===== src/rtl/core_hazard_pkg.sv =====
// Shared types and helpers for the pipeline hazard/stall controller.
package core_hazard_pkg;

    localparam int unsigned REGNUM_W = 5;

    typedef enum logic [1:0] {
        HZ_IDLE,
        HZ_ACCESS,
        HZ_HOLD
    } hz_state_t;

    // Inclusive unsigned window test; callers zero-extend narrower addresses.
    function automatic logic in_window(input logic [63:0] addr,
                                       input logic [63:0] base,
                                       input logic [63:0] top);
        return (addr >= base) && (addr <= top);
    endfunction

endpackage


===== src/rtl/core_hazard_periph_fsm.sv =====
// Peripheral-access sequencer: holds d_valid until d_ready and blocks re-issue while the pipe is frozen.
// Optional access timeout is enabled by defining HAZARD_TIMEOUT_EN.
module core_hazard_periph_fsm
    import core_hazard_pkg::*;
#(
    parameter int unsigned TIMEOUT_CYCLES = 255
) (
    input  logic clock,
    input  logic reset,
    input  logic periph_hit,
    input  logic d_ready,
    input  logic other_stall,
    output logic d_valid,
    output logic periph_stall,
    output logic d_err
);

    hz_state_t state_q, state_d;
    logic      timeout;

    always_ff @(posedge clock or posedge reset) begin
        if (reset) begin
            state_q <= HZ_IDLE;
        end else begin
            state_q <= state_d;
        end
    end

    always_comb begin
        state_d = state_q;
        d_valid = 1'b0;
        case (state_q)
            HZ_IDLE: begin
                d_valid = periph_hit;
                // A zero-wait access only parks in HOLD if something else keeps the pipe frozen.
                if (periph_hit) begin
                    if (!d_ready) begin
                        state_d = HZ_ACCESS;
                    end else if (other_stall) begin
                        state_d = HZ_HOLD;
                    end
                end
            end
            HZ_ACCESS: begin
                d_valid = 1'b1;
                if (!periph_hit) begin
                    state_d = HZ_IDLE;
                end else if (d_ready) begin
                    state_d = other_stall ? HZ_HOLD : HZ_IDLE;
                end else if (timeout) begin
                    state_d = HZ_HOLD;
                end
            end
            HZ_HOLD: begin
                if (!other_stall) begin
                    state_d = HZ_IDLE;
                end
            end
            default: begin
                state_d = HZ_IDLE;
            end
        endcase
    end

    assign periph_stall = d_valid && !d_ready;

`ifdef HAZARD_TIMEOUT_EN
    localparam int unsigned CNT_W = $clog2(TIMEOUT_CYCLES + 1);

    logic [CNT_W-1:0] cnt_q, cnt_d;
    logic             err_q, err_d;

    assign timeout = (cnt_q == CNT_W'(TIMEOUT_CYCLES));

    // Counter runs only while staying in ACCESS, so every exit clears it.
    always_comb begin
        cnt_d = '0;
        err_d = 1'b0;
        if (state_q == HZ_ACCESS && state_d == HZ_ACCESS) begin
            cnt_d = cnt_q + CNT_W'(1);
        end
        if (state_q == HZ_ACCESS && periph_hit && !d_ready && timeout) begin
            err_d = 1'b1;
        end
    end

    always_ff @(posedge clock or posedge reset) begin
        if (reset) begin
            cnt_q <= '0;
            err_q <= 1'b0;
        end else begin
            cnt_q <= cnt_d;
            err_q <= err_d;
        end
    end

    assign d_err = err_q;
`else
    logic unused_timeout_cfg;

    assign unused_timeout_cfg = (TIMEOUT_CYCLES != 0);
    assign timeout            = 1'b0;
    assign d_err              = 1'b0;
`endif

endmodule


===== src/rtl/core_hazard_ctrl.sv =====
// Pipeline hazard/stall controller: load-use detection, mem-bus wait and peripheral access stalls.
// Define HAZARD_TIMEOUT_EN to enable the peripheral access timeout (d_err).
module core_hazard_ctrl
    import core_hazard_pkg::*;
#(
    parameter int unsigned     XLEN            = 64,
    parameter int unsigned     NUM_SRC         = 3,
    parameter int unsigned     LOAD_LATENCY    = 1,
    parameter logic [XLEN-1:0] PERIPHERAL_BASE = XLEN'(64'h2000_0000),
    parameter logic [XLEN-1:0] PERIPHERAL_TOP  = XLEN'(64'hFFFF_FFFF),
    parameter int unsigned     TIMEOUT_CYCLES  = 255
) (
    input  logic                        clock,
    input  logic                        reset,
    input  logic [NUM_SRC*REGNUM_W-1:0] IF_src,
    input  logic [NUM_SRC-1:0]          IF_src_used,
    input  logic [REGNUM_W-1:0]         ID_W_regnum,
    input  logic                        ID_mem_read,
    input  logic [REGNUM_W-1:0]         EX_W_regnum,
    input  logic                        EX_mem_read,
    input  logic                        EX_mem_write,
    input  logic [XLEN-1:0]             addr,
    input  logic                        d_ready,
    output logic                        d_valid,
    output logic                        d_err,
    input  logic                        mem_bus_req,
    input  logic                        mem_bus_ready,
    output logic                        stall
);

    localparam logic CHECK_EX = (LOAD_LATENCY == 2);

    logic load_use;
    logic periph_hit;
    logic bus_wait;
    logic periph_stall;

    // Register 0 is hardwired, so it never creates a dependency.
    always_comb begin
        load_use = 1'b0;
        for (int unsigned i = 0; i < NUM_SRC; i++) begin
            if (IF_src_used[i] && IF_src[i*REGNUM_W +: REGNUM_W] != '0) begin
                if (ID_mem_read && IF_src[i*REGNUM_W +: REGNUM_W] == ID_W_regnum) begin
                    load_use = 1'b1;
                end
                if (CHECK_EX && EX_mem_read && IF_src[i*REGNUM_W +: REGNUM_W] == EX_W_regnum) begin
                    load_use = 1'b1;
                end
            end
        end
    end

    assign periph_hit = (EX_mem_read || EX_mem_write)
                        && in_window(64'(addr), 64'(PERIPHERAL_BASE), 64'(PERIPHERAL_TOP));
    assign bus_wait   = mem_bus_req && !mem_bus_ready;

    core_hazard_periph_fsm #(
        .TIMEOUT_CYCLES (TIMEOUT_CYCLES)
    ) u_periph_fsm (
        .clock        (clock),
        .reset        (reset),
        .periph_hit   (periph_hit),
        .d_ready      (d_ready),
        .other_stall  (load_use || bus_wait),
        .d_valid      (d_valid),
        .periph_stall (periph_stall),
        .d_err        (d_err)
    );

    assign stall = load_use || periph_stall || bus_wait;

endmodule

===== config.mk =====
export PLATFORM = sky130hd
export DESIGN_NAME = core_hazard_ctrl
export DESIGN_NICKNAME = d
export VERILOG_FILES = /design/src/rtl/core_hazard_pkg.sv /design/src/rtl/core_hazard_periph_fsm.sv /design/src/rtl/core_hazard_ctrl.sv
export SDC_FILE = /design/constraint.sdc
export NUM_CORES = 1
export LEC_CHECK = 0
export ABC_AREA = 0
export CAP_MARGIN = 10
export CORE_MARGIN = 4
export CORE_UTILIZATION = 17
export CTS_BUF_LIST = sky130_fd_sc_hd__clkbuf_8 sky130_fd_sc_hd__clkbuf_16
export DETAILED_ROUTE_END_ITERATION = 10
export PLACE_DENSITY = 0.93
export SYNTH_ARGS = -nofsm -noshare
export SYNTH_HDL_FRONTEND = slang
export SYNTH_SLANG_ARGS = --single-unit

===== constraint.sdc =====
create_clock -name clock -period 5.8 [get_ports clock]
set_input_delay 1.16 -clock clock [delete_from_list [all_inputs] [get_ports clock]]
set_output_delay 1.16 -clock clock [all_outputs]
set_load 0.1 [all_outputs]

Word level (Yosys, flattened, before mapping)
Cells that the tools add are included.
{"block": "word_totals", "regBits": 2, "elab_cells": 48}
{"block": "op_classes", "order_cmp": 2, "reduce_logical": 21, "muxes": 15, "eq_ne": 9}
{"operator": "$ge A64 B30 Y1 const B", "n": 1}
{"operator": "$le A64 B32 Y1 const B", "n": 1}
{"operator": "$eq A5 B5 Y1", "n": 3}
{"operator": "$reduce_bool A5 Y1", "n": 3}
{"operator": "$mux W2", "n": 7}
{"operator": "$logic_and A1 B1 Y1", "n": 10}
{"operator": "$mux W1", "n": 6}
{"operator": "$pmux W2 S3", "n": 1}
{"operator": "$logic_or A1 B1 Y1", "n": 4}
{"operator": "$reduce_and A4 Y1", "n": 1}
{"operator": "$ne A3 B2 Y1 const B", "n": 1}
{"operator": "$ne A3 B3 Y1 const B", "n": 1}
{"operator": "$eq A2 B1 Y1 const B", "n": 1}
{"operator": "$eq A2 B2 Y1 const B", "n": 1}
{"operator": "$logic_not A1 Y1", "n": 2}
{"operator": "$logic_not A2 Y1", "n": 1}
{"operator": "$ne A2 B1 Y1 const B", "n": 1}
{"operator": "$ne A2 B2 Y1 const B", "n": 1}
{"operator": "$pmux W1 S2", "n": 1}

Logic depth before layout (Yosys ltp)
{"block": "depth", "depth_word": 13, "mapped_depth": 5, "mapped_depth_nobuf": 5}

By module
A second synthesis with hierarchy kept.
{"block": "hier_totals", "cells_unflattened": 57, "hier_area_um2": 426.7}
{"module": "core_hazard_ctrl", "area_each_um2": 321.6, "cells_per_inst": 45, "n_inst": 1, "seq_area_each_um2": 0.0}
{"module": "core_hazard_periph_fsm", "area_each_um2": 105.1, "cells_per_inst": 12, "n_inst": 1, "seq_area_each_um2": 50.0}

Worst setup path after synthesis
OpenSTA, ideal clock, no wires.
{"block": "synth_path", "kind": "input-to-output", "start": "input port addr[49]", "end": "output port d_valid", "path_buffers": 0, "slack_ns": 1.099, "arrival_ns": 3.541, "stages": 4, "path_cell_list": "nor4_1 o21ai_1 or4_4 a21oi_1"}
{"block": "synth_between", "elab_chain_cells": 4, "word_cells_on_any_way": 5, "classes_between": "order compare (2); mux (1); reduce/logical (2)"}
{"item": "start, declared", "line_no": "core_hazard_ctrl.sv:22", "text": "input logic [XLEN-1:0] addr,"}
{"item": "$ge A64 B30 Y1 or $le A64 B32 Y1 (tied branches)", "line_no": "core_hazard_pkg.sv:16", "text": "return (addr >= base) && (addr <= top);"}
{"item": "$logic_and A1 B1 Y1 (*)", "line_no": "core_hazard_pkg.sv:16"}
{"item": "$logic_and A1 B1 Y1 (*)", "line_no": "core_hazard_ctrl.sv:54", "text": "&& in_window(64'(addr), 64'(PERIPHERAL_BASE), 64'(PERIPHERAL_TOP));"}
{"item": "$pmux W1 S2 (*)", "line_no": "core_hazard_periph_fsm.sv:32", "text": "case (state_q)"}
{"item": "end, declared", "line_no": "core_hazard_ctrl.sv:24", "text": "output logic d_valid,"}
Every way passes the cells marked *; elsewhere a longest branch is shown, timed or not.

Worst setup path after layout
{"block": "layout_path", "start": "input port addr[49]", "end": "output port stall"}
{"block": "layout_between", "elab_chain_cells": 7, "word_cells_on_any_way": 8, "classes_between": "order compare (2); mux (1); reduce/logical (5)"}
{"item": "$ge A64 B30 Y1 or $le A64 B32 Y1 (tied branches)", "line_no": "core_hazard_pkg.sv:16"}
{"item": "$logic_and A1 B1 Y1 (*)", "line_no": "core_hazard_pkg.sv:16"}
{"item": "$logic_and A1 B1 Y1 (*)", "line_no": "core_hazard_ctrl.sv:54"}
{"item": "$pmux W1 S2 (*)", "line_no": "core_hazard_periph_fsm.sv:32"}
{"item": "$logic_and A1 B1 Y1 (*)", "line_no": "core_hazard_periph_fsm.sv:65", "text": "assign periph_stall = d_valid && !d_ready;"}
{"item": "$logic_or A1 B1 Y1 (*) (2 in series)", "line_no": "core_hazard_ctrl.sv:70", "text": "assign stall = load_use || periph_stall || bus_wait;"}
{"item": "end, declared", "line_no": "core_hazard_ctrl.sv:28", "text": "output logic stall"}
Marks and branches as above.

==> impl_metrics.toml <==
[power]
power.density_mw_per_mm2 = 118.6
vdd_ir_drop_max_mv = 0.07242
p_leak_nw = 0.4232

[logic_synthesis]
syn_area_per_cell_sq_um = 7.351
synth_cell_types = 23
async_flop_share_pct = 100.0
ys_top_cells_by_area = "xor2_1, nor4_1, dfrtp_1"
yosysTopAreaCell = "xor2_1"
ys_seq_elements = 2
synth_edf_count = 0
yosysWarnings = 0
synth_area_sq_um = 411.6
syn_inst = 56
seq_area_frac_synth_pct = 12.16
syn_nets = 156
synth_top_area_share_pct = 19.15
synth_flop_cell = "dfrtp_1"

[floorplan]
rows = 17
io_pins = 103
initial_core_util_pct = 18.26
die_w_um = 57.21
die_h_um = 57.21
core_sq_mm = 0.002255
dieArea_sq_mm = 0.003273

[setup_path]
cp_max_fo = 4
arrival_ns = 3.14
crit_type = "input pin to output port"
max_stage_delay_ns = 0.57
cp-start-kind = "input pin"
critPathRequiredTime_ns = 4.64
crit_chain = "clkdlybuf4s50_1, nor4_1, o21ai_1, or4_4, a211oi_1, or2_1, buf_4"
critPathSlowestCell = "or4_4"
end_kind = "output port"

[sta]
finClkSkew_ns = 0.0005825
rsz0062_at_grt = "false"
slew_violations = 0
timing.final.crit_share_pct = 74.22
setup_viol_count_final = 0
setup_tns_ns = 0
max_freq_ghz = 0.2323
min_period_ns = 4.305
hold_viol = 0

[clock_tree]
cts_tree = "yes"
clk_pin_slew_ns = 0.03
ctsHoldBuffers = 0
cts_max_level = 1
clock_sinks = 2
cts_root_buf = "clkbuf_8"
post_cts_buffers = 0
cts.path.max_buffers = 2
ctsResizeCount = 0
clock_latency_ns = 0.21
numCtsBuffers = 3

[run_status]
status = "finished, final reports clean"

[place]
gp_congestion = 0.8560
port_buffers = 67
hpwl_um = 1936

[hold_path]
hold_path_class = "register to register"

[finish]
utilization_pct = 50.83
largest_reg_flops = 2
drive_gt1_share_pct = 4.800
nets = 227
diodes = 0
reg_top3 = "u_periph_fsm.state_q: 2 flops"
top_register = "u_periph_fsm.state_q"
syn2layout_area_growth_pct = 178.4

[grt]
grt_max_degree = 6
grt_pass1_wl_um = 3284
overflow = 0
grt_pass1_vias = 807
antenna_found_initial = 0
grt.total_usage_pct = 12.75

[drt]
viasPerCell = 4.699
remaining_drc_errors = 0
wl_um = 2095
num_vias = 719
ant_nets = 0
drt-pass1-iter-count = 4
wire_per_inst_um = 13.69
first_iter_violations = 23

[flow_run]
max_cap_viol_count = 0
==> through the flow <==
| stage | setup WS, ns | power (mW) | instances | hold slack (ns) | instance area, sq um |
|---|---|---|---|---|---|
| after global routing | 1.341 | 0.1452 | 153 | 0.5398 | 1146 |
| after CTS | 1.471 | 0.1382 | 153 | 0.5137 | 1146 |
| final | 1.495 | 0.1359 | 153 | 0.5179 | 1146 |
| after global placement | 1.498 | 0.08066 | 150 | 0.4819 | 1105 |
| after detailed placement | 1.471 | 0.08274 | 150 | 0.5083 | 1105 |
| after floorplan | 1.099 | 0.03261 | 56 | 0.4684 | 411.6 |
==> final cells by class <==
cell class / count / area [sq um]
multi-input cells: 49 / 339.1
flip-flops and latches: 2 / 50.05
fillers: 229 / 1109
repair buffers: 67 / 665.6
clock buffers: 3 / 41.29
inverters: 4 / 15.01
well taps: 28 / 35.03
==> critical path, delay by kind of cell <==
family                 cells  cell delay (ns)
buffers and inverters      2             0.68
AOI/OAI and AO/OA          2             0.33
and+or+nand+nor            3             0.97
==> per-layer routing <==
layer / routed length (um) / vias to the layer above / global-route usage [%]
met3: 196 / 4 / 1.584
met5: 0 / - / 0
met1: 646 / 321 / 11.16
met4: 27 / 0 / 4.967
li1: - / 354 / -
met2: 1224 / 40 / 27.90
==> synth_stat cells, types with 2 or more instances <==
master     count
nor4_1        10
xor2_1         9
inv_1          4
nand2_1        2
o21ai_0        2
a21oi_1        2
nand3b_1       2
nand4_1        2
xnor2_1        3
dfrtp_1        2
o2111ai_1      3
nor3_1         4
==> path summary, 6_finish.rpt <==
check,start,endpoint,slack (ns),depth (start not counted)
max,addr[49],stall,1.50,7
min,u_periph_fsm.state_q[1]$_DFFE_PP0P_,u_periph_fsm.state_q[0]$_DFFE_PP0P_,0.52,1
max reg2reg,u_periph_fsm.state_q[1]$_DFFE_PP0P_,u_periph_fsm.state_q[1]$_DFFE_PP0P_,4.95,2
min reg2reg,u_periph_fsm.state_q[1]$_DFFE_PP0P_,u_periph_fsm.state_q[0]$_DFFE_PP0P_,0.52,1
max in group asynchronous,reset,u_periph_fsm.state_q[0]$_DFFE_PP0P_,4.57,2
min in group asynchronous,reset,u_periph_fsm.state_q[1]$_DFFE_PP0P_,1.12,2
==> layout by cell type (no fill, tap or decap), drive strengths merged <==
cell            n
conb            1
nand2           2
o2111ai         3
nor3            4
nand4           2
nor3b           1
nor4           10
xor2            9
inv             4
nor2b           1
clkdlybuf4s50  65
a211oi          1
or4             1
o31ai           1
o21ai           3
or2             1
nand3b          2
buf             2
dfrtp           2
clkbuf          3
o21bai          1
o21a            1
a21oi           2
xnor2           3
==> cell families (layout without fill, tap and decap cells) <==
family	after synthesis	in the layout	share of synthesized area (%)
AOI/OAI and AO/OA	12	12	19.76
xor gates and xnor gates	12	12	25.53
buffers and inverters	5	74	5.471
DFF	2	2	12.16
other	1	1	0.9110
and+or+nand+nor	24	24	36.17
==> power by group <==
part / switching (mW) / internal, mW / total [mW]
Sequential: 0.00000000000152 / 0.0141 / 0.0141
Combinational: 0.0225 / 0.0458 / 0.0683
Clock: 0.00977 / 0.0438 / 0.0535
Total: 0.0323 / 0.104 / 0.136
No activity file was read; power rests on OpenSTA's default activity.
